[config.mk]
export PLATFORM = sky130hd
export DESIGN_NAME = dmem_arbiter
export DESIGN_NICKNAME = d
export VERILOG_FILES = /design/src/rtl/dmem_arbiter.sv
export SDC_FILE = /design/constraint.sdc
export NUM_CORES = 1
export LEC_CHECK = 0
export BUFFER_PORTS_ARGS = -buffer_cell sky130_fd_sc_hd__buf_4
export CAP_MARGIN = 10
export CORE_AREA = 2 2 121 123
export DETAILED_ROUTE_END_ITERATION = 8
export DIE_AREA = 0 0 123 125
export GPL_ROUTABILITY_DRIVEN = 0
export MAX_ROUTING_LAYER = met4
export PLACE_DENSITY_LB_ADDON = 0.2
export REMOVE_ABC_BUFFERS = 1
export SYNTH_ARGS = -nofsm -noshare
export SYNTH_HDL_FRONTEND = slang
export SYNTH_SLANG_ARGS = --single-unit
[constraint.sdc]
create_clock -name clk -period 2.1 [get_ports clk]
set_input_delay 0.315 -clock clk [delete_from_list [all_inputs] [get_ports clk]]
set_output_delay 0.315 -clock clk [all_outputs]
set_load 0.005 [all_outputs]
[src/rtl/dmem_arbiter.sv]
// Two-port arbiter and access sequencer in front of the single-port data memory.
// Port 0 is the CPU MEM stage, port 1 the debug/loader port; one grant per cycle.
module dmem_arbiter #(
    parameter int ADDR_W   = 32,
    parameter int MAX_WAIT = 8,
    parameter int CNT_W    = 4
) (
    input  logic              clk,
    input  logic              rst,

    input  logic              cpu_req,
    input  logic              cpu_we,
    input  logic [1:0]        cpu_size,
    input  logic [ADDR_W-1:0] cpu_addr,
    input  logic [31:0]       cpu_wdata,
    output logic              cpu_gnt,
    output logic              cpu_stall,
    output logic              cpu_rvalid,
    output logic [31:0]       cpu_rdata,
    output logic              cpu_err,

    input  logic              dbg_req,
    input  logic              dbg_we,
    input  logic [1:0]        dbg_size,
    input  logic [ADDR_W-1:0] dbg_addr,
    input  logic [31:0]       dbg_wdata,
    input  logic              dbg_lock,
    output logic              dbg_gnt,
    output logic              dbg_rvalid,
    output logic [31:0]       dbg_rdata,
    output logic              dbg_err,

    output logic              mem_en,
    output logic              mem_we,
    output logic [ADDR_W-1:0] mem_addr,
    output logic [3:0]        mem_be,
    output logic [31:0]       mem_wdata,
    input  logic [31:0]       mem_rdata
);

    typedef enum logic {
        OWN_CPU = 1'b0,
        OWN_DBG = 1'b1
    } owner_t;

    localparam logic [1:0] SZ_BYTE = 2'b00;
    localparam logic [1:0] SZ_HALF = 2'b01;
    localparam logic [1:0] SZ_WORD = 2'b10;

    logic [CNT_W-1:0] starve_cnt;
    logic             dbg_locked;
    logic             starved;
    logic             dbg_win;
    logic             any_gnt;

    logic              sel_we;
    logic [1:0]        sel_size;
    logic [ADDR_W-1:0] sel_addr;
    logic [31:0]       sel_wdata;
    logic [1:0]        sel_off;
    logic              req_ok;
    logic [3:0]        be_raw;
    logic [31:0]       wdata_rep;

    logic        resp_valid;
    owner_t      resp_owner;
    logic [1:0]  resp_off;
    logic [1:0]  resp_size;
    logic        resp_we;
    logic        resp_err;
    logic [31:0] rd_shift;
    logic [31:0] rd_data;

    assign starved = (starve_cnt == CNT_W'(MAX_WAIT));

    // Debug wins on lock, on starvation, or when the CPU is idle.
    assign dbg_win   = dbg_req & (dbg_locked | starved | ~cpu_req);
    assign dbg_gnt   = ~rst & dbg_win;
    assign cpu_gnt   = ~rst & cpu_req & ~dbg_win;
    assign cpu_stall = cpu_req & ~cpu_gnt;
    assign any_gnt   = cpu_gnt | dbg_gnt;

    assign sel_we    = dbg_gnt ? dbg_we    : cpu_we;
    assign sel_size  = dbg_gnt ? dbg_size  : cpu_size;
    assign sel_addr  = dbg_gnt ? dbg_addr  : cpu_addr;
    assign sel_wdata = dbg_gnt ? dbg_wdata : cpu_wdata;
    assign sel_off   = sel_addr[1:0];

    // NOTE: every always_comb output gets a default first so no path infers a latch.
    always_comb begin
        req_ok    = 1'b0;
        be_raw    = 4'b0000;
        wdata_rep = sel_wdata;
        case (sel_size)
            SZ_BYTE: begin
                req_ok    = 1'b1;
                be_raw    = 4'b0001 << sel_off;
                wdata_rep = {4{sel_wdata[7:0]}};
            end
            SZ_HALF: begin
                req_ok    = ~sel_off[0];
                be_raw    = 4'b0011 << sel_off;
                wdata_rep = {2{sel_wdata[15:0]}};
            end
            SZ_WORD: begin
                req_ok    = (sel_off == 2'b00);
                be_raw    = 4'b1111;
            end
            default: req_ok = 1'b0;
        endcase
    end

    // Invalid requests are consumed by the grant but never reach the memory.
    assign mem_en    = any_gnt & req_ok;
    assign mem_we    = mem_en & sel_we;
    assign mem_be    = mem_en ? be_raw : 4'b0000;
    assign mem_addr  = mem_en ? {sel_addr[ADDR_W-1:2], 2'b00} : '0;
    assign mem_wdata = mem_en ? wdata_rep : 32'h0;

    // NOTE: sequential state uses non-blocking assignments so every flop samples pre-edge values.
    always_ff @(posedge clk) begin
        if (rst) begin
            starve_cnt <= '0;
            dbg_locked <= 1'b0;
            resp_valid <= 1'b0;
            resp_owner <= OWN_CPU;
            resp_off   <= 2'b00;
            resp_size  <= 2'b00;
            resp_we    <= 1'b0;
            resp_err   <= 1'b0;
        end else begin
            if (dbg_gnt)
                starve_cnt <= '0;
            else if (dbg_req && !starved)
                starve_cnt <= starve_cnt + CNT_W'(1);

            if (dbg_gnt && dbg_lock)
                dbg_locked <= 1'b1;
            else if (!dbg_req || !dbg_lock)
                dbg_locked <= 1'b0;

            resp_valid <= any_gnt;
            resp_owner <= dbg_gnt ? OWN_DBG : OWN_CPU;
            resp_off   <= sel_off;
            resp_size  <= sel_size;
            resp_we    <= sel_we;
            resp_err   <= ~req_ok;
        end
    end

    // Memory read data arrives in the response cycle, so realignment is done on the fly.
    assign rd_shift = mem_rdata >> {resp_off, 3'b000};

    always_comb begin
        rd_data = 32'h0;
        if (!resp_err && !resp_we) begin
            case (resp_size)
                SZ_BYTE: rd_data = {24'h0, rd_shift[7:0]};
                SZ_HALF: rd_data = {16'h0, rd_shift[15:0]};
                default: rd_data = rd_shift;
            endcase
        end
    end

    // A response pending when reset arrives is suppressed immediately.
    assign cpu_rvalid = resp_valid & ~rst & (resp_owner == OWN_CPU);
    assign dbg_rvalid = resp_valid & ~rst & (resp_owner == OWN_DBG);
    assign cpu_err    = cpu_rvalid & resp_err;
    assign dbg_err    = dbg_rvalid & resp_err;
    assign cpu_rdata  = cpu_rvalid ? rd_data : 32'h0;
    assign dbg_rdata  = dbg_rvalid ? rd_data : 32'h0;

endmodule

==> impl_metrics.prom <==
# TYPE chip_impl_metric gauge
chip_impl_info{name="failed_checks",value="negative setup slack"} 1
chip_impl_metric{name="p_leak",unit="nW"} 3.16
chip_impl_metric{name="min_period",unit="ns"} 2.29
chip_impl_metric{name="synthCells",unit=""} 534
chip_impl_metric{name="timing.final.max_slew_violations",unit=""} 0
chip_impl_info{name="timing.rr.end",value="resp_owner"} 1
chip_impl_metric{name="delay_contributed_by_the_slowest_stage_of_the_critical_path",unit="ns"} 0.34
chip_impl_metric{name="syn_area_per_cell",unit="sq um"} 6.34
chip_impl_metric{name="worst-path-max-fanout",unit=""} 5
chip_impl_metric{name="p_per_area",unit="nW/um^2"} 272
chip_impl_metric{name="via_per_inst",unit=""} 5.00
chip_impl_metric{name="detailroute.via_count",unit=""} 5175
chip_impl_metric{name="power",unit="mW"} 1.86
chip_impl_metric{name="worst_r2r_path_depth",unit=""} 11
chip_impl_info{name="endpoint",value="mem_addr[28]"} 1
chip_impl_metric{name="synth_xor_xnor_area_share",unit="%"} 1.04
chip_impl_metric{name="synth.distinct_cells",unit=""} 47
chip_impl_metric{name="finish.net_count",unit=""} 1024
chip_impl_info{name="crit_path_top_delay_cell",value="sky130_fd_sc_hd__dfxtp_2"} 1
chip_impl_metric{name="post_cts_hold_buffer_count",unit=""} 0
chip_impl_info{name="grt_setup_unrepaired",value="true"} 1
chip_impl_metric{name="area.growth.synth_to_final",unit="%"} 102
chip_impl_metric{name="fmax",unit="GHz"} 0.436
chip_impl_metric{name="cts-buffers-inserted",unit=""} 3
chip_impl_metric{name="aggregate_global_route_resource_usage",unit="%"} 23.0
chip_impl_info{name="startpoint_type",value="register"} 1
chip_impl_metric{name="design.portCount",unit=""} 312
chip_impl_metric{name="synth_seq_area_share",unit="%"} 7.69
chip_impl_info{name="synth_top_area_cell",value="sky130_fd_sc_hd__mux2i_1"} 1
chip_impl_metric{name="final.hold.worst_slack",unit="ns"} 0.273
chip_impl_metric{name="antenna_found_initial",unit=""} 0
chip_impl_metric{name="path_clk_slew",unit="ns"} 0.05
chip_impl_metric{name="row_count",unit=""} 44
chip_impl_info{name="crit_path_cell_trace",value="inv_2 -> ha_4 -> and3b_2 -> o21ai_4 -> buf_12 -> buf_12 -> clkbuf_16 -> nand3_1 -> a21oi_1 -> buf_4"} 1
chip_impl_metric{name="drive_above_1_share",unit="%"} 55.9
chip_impl_metric{name="drv.max_cap_violation_count",unit=""} 0
chip_impl_info{name="path_class",value="reg -> out"} 1
chip_impl_metric{name="setup-violations-final",unit=""} 68
chip_impl_metric{name="firstDrtPassIters",unit=""} 4
chip_impl_metric{name="timing_worst_slew_pin_value",unit="ns"} 0.707
chip_impl_metric{name="async_flop_share",unit="%"} 0
chip_impl_metric{name="yosys.area_share.adder",unit="%"} 0.740
chip_impl_metric{name="synth_enable_flop_cells",unit=""} 0
chip_impl_info{name="dominant_combinational_cell_family_by_area_after_synthesis",value="simple AND/OR/NAND/NOR gates"} 1
chip_impl_metric{name="hold_viol",unit=""} 0
chip_impl_metric{name="drt_first_iter_violations",unit=""} 240
chip_impl_info{name="main_flop_type_after_synthesis",value="sky130_fd_sc_hd__dfxtp_1"} 1
chip_impl_info{name="worst_setup_path_startpoint",value="starve_cnt[0]"} 1
chip_impl_info{name="final_cell_mix",value="342 x sky130_fd_sc_hd__buf_4, 87 x sky130_fd_sc_hd__nor2_1, 80 x sky130_fd_sc_hd__nand3_1"} 1
chip_impl_metric{name="setup_slack",unit="ns"} -0.192
chip_impl_metric{name="vdd_drop_max",unit="mV"} 0.240
chip_impl_metric{name="crit_path_buf_inv_count",unit=""} 5
chip_impl_metric{name="synth.top_cell.area_share",unit="%"} 16.0
chip_impl_metric{name="antenna-diode-count",unit=""} 0
chip_impl_metric{name="cts.path.max_buffers",unit=""} 2
chip_impl_metric{name="yosys_register_bits",unit=""} 13
chip_impl_metric{name="first_global_vias",unit=""} 5045
chip_impl_info{name="outcome",value="finished with violations"} 1
chip_impl_metric{name="cp_data_required_time",unit="ns"} 1.78
chip_impl_metric{name="htree_depth",unit=""} 1
chip_impl_metric{name="synthSimpleGateAreaFrac",unit="%"} 36.6
chip_impl_metric{name="floorplan.die_area",unit="sq um"} 15400
chip_impl_metric{name="design.core.area",unit="sq um"} 14200
chip_impl_metric{name="die_h",unit="um"} 125
chip_impl_metric{name="timing.clock.skew",unit="ns"} 0.00703
chip_impl_metric{name="mappedNetlistArea",unit="sq um"} 3380
chip_impl_metric{name="initial_utilization",unit="%"} 23.8
chip_impl_metric{name="synth_compound_area_share",unit="%"} 19.4
chip_impl_metric{name="globalRoute.totalOverflow",unit=""} 0
chip_impl_info{name="cts_tree",value="yes"} 1
chip_impl_info{name="synth_top_cells_by_area",value="sky130_fd_sc_hd__mux2i_1 16%, sky130_fd_sc_hd__nand3_1 14%, sky130_fd_sc_hd__a21oi_1 11%, sky130_fd_sc_hd__nor2_1 9.8%, sky130_fd_sc_hd__mux2_2 8.3%"} 1
chip_impl_metric{name="final_cell_area",unit="sq um"} 6830
chip_impl_metric{name="regToRegSetupSlack",unit="ns"} 0.33
chip_impl_metric{name="post-route-period-util",unit="%"} 109
chip_impl_metric{name="finalWirelength",unit="mm"} 18.3
chip_impl_metric{name="grt_first_pass_wirelength",unit="mm"} 27.4
chip_impl_metric{name="clkLatencyLatePin",unit="ns"} 0.24
chip_impl_metric{name="route.detailed.wl_per_inst",unit="um"} 17.7
chip_impl_info{name="min_path_type",value="in -> reg"} 1
chip_impl_info{name="critPathCaptureType",value="output pin"} 1
chip_impl_metric{name="cp_data_arrival_time",unit="ns"} 1.98
chip_impl_info{name="regToRegStartpoint",value="starve_cnt[0]"} 1
chip_impl_metric{name="muxShareOfSynthArea",unit="%"} 24.3
chip_impl_info{name="critPathTopFamily",value="buffers and inverters"} 1
chip_impl_metric{name="antenna_violating_nets_post_route",unit=""} 0
chip_impl_metric{name="die-width",unit="um"} 123
chip_impl_metric{name="largest_net_degree_at_the_start_of_global_routing",unit=""} 51
chip_impl_metric{name="cp_num_cells",unit=""} 10
chip_impl_metric{name="place_hpwl",unit="mm"} 13.6
chip_impl_metric{name="final.setup.tns",unit="ns"} -8.48
chip_impl_metric{name="cts.sinks",unit=""} 13
chip_impl_info{name="layout_commonest_cell",value="sky130_fd_sc_hd__buf_4"} 1
chip_impl_info{name="root_buffer",value="sky130_fd_sc_hd__clkbuf_16"} 1
chip_impl_info{name="path_common_cell",value="sky130_fd_sc_hd__buf_12"} 1
chip_impl_metric{name="slew_headroom",unit="%"} 52.9
chip_impl_metric{name="placement.io_buffers",unit=""} 309
chip_impl_metric{name="remaining_design_rule_violation_count",unit=""} 0
chip_impl_metric{name="yosysWarnings",unit=""} 0
chip_impl_metric{name="dpl-instance-area",unit="sq um"} 6010
==> state kept, by name, summed over array words and instances (netlist names) <==
register,flops
resp_size,2
starve_cnt,4
resp_we,1
resp_err,1
dbg_locked,1
resp_valid,1
resp_owner,1
resp_off,2
==> worst min path at each step <==
stage | depth (start not counted) | slack, ns | from | to
global route | 2 | 0.29 | dbg_lock | dbg_locked
CTS | 2 | 0.27 | dbg_lock | dbg_locked
finish | 2 | 0.27 | dbg_lock | dbg_locked
global placement | 2 | 0.52 | dbg_lock | dbg_locked
floorplan | 1 | 0.39 | rst | resp_err
detailed placement | 2 | 0.52 | dbg_lock | dbg_locked
==> worst reg2reg max path, cell delays in order (launching register included) <==
cell and delay [ns]:
sky130_fd_sc_hd__dfxtp_2 0.34, sky130_fd_sc_hd__inv_2 0.05, sky130_fd_sc_hd__ha_4 0.15, sky130_fd_sc_hd__and3b_2 0.22
sky130_fd_sc_hd__o21ai_4 0.15, sky130_fd_sc_hd__buf_12 0.17, sky130_fd_sc_hd__buf_12 0.15, sky130_fd_sc_hd__buf_16 0.12
sky130_fd_sc_hd__buf_4 0.10, sky130_fd_sc_hd__buf_4 0.09, sky130_fd_sc_hd__buf_4 0.09, sky130_fd_sc_hd__inv_1 0.03
==> synth_stat cells, drive strengths merged (3+ instances only) <==
master / n
nor2: 91
inv: 8
o22ai: 16
o21ai: 11
nand3b: 3
mux2i: 54
a21oi: 71
nand2b: 3
mux2: 25
nor2b: 3
buf: 40
nand3: 96
nor3: 8
or2: 4
and2: 27
o211ai: 8
dfxtp: 13
clkbuf: 18
nand2: 16
==> cell type report <==
| class | count | area (sq um) |
|---|---|---|
| inverter | 9 | 51.3 |
| multi-input combinational | 455 | 3130 |
| clock buffer | 4 | 78.8 |
| fill | 1524 | 7370 |
| timing repair buffer | 369 | 3080 |
| tap | 184 | 230 |
| sequential | 13 | 263 |
==> logic make-up after synthesis <==
kind of cell	Yosys count
other	1
muxes	79
xor gates and xnor gates	4
and+or+nand+nor	255
DFF	13
adders and majority gates	2
buffers and inverters	67
AOI/OAI and AO/OA	113
==> power breakdown <==
group	internal (mW)	total (mW)	leakage (nW)	switching, mW
clock	0.256	0.356	0.0382	0.101
sequential	0.262	0.270	0.108	0.00858
combinational	0.652	1.23	3.01	0.582
==> repair_timing <==
item / CTS / global route
setup buffers: 8 / 4
gates resized for setup: 63 / 37
pin swaps: 32 / 20
endpoints found under the setup margin: 68 / 76
cloned: 7 / 1
==> metal layers <==
metal	GRT usage, %	share of wire, %	vias up
met3	4.24	7.8	33
met5	-	0	-
met1	25.9	39	2385
li1	-	-	2517
met4	7.75	3.2	0
met2	40.2	50	240
==> through the flow <==
stage / instances / util (%) / setup slack, ns
CTS: 1029 / 46.7 / -0.178
finish: 1034 / 48.1 / -0.192
global route: 1034 / 48.1 / -0.235
global placement: 1010 / 42.3 / -0.0329
floorplan: 477 / - / -0.627
detailed placement: 1010 / 42.3 / -0.0500
Power figures use the tool's default switching activity.
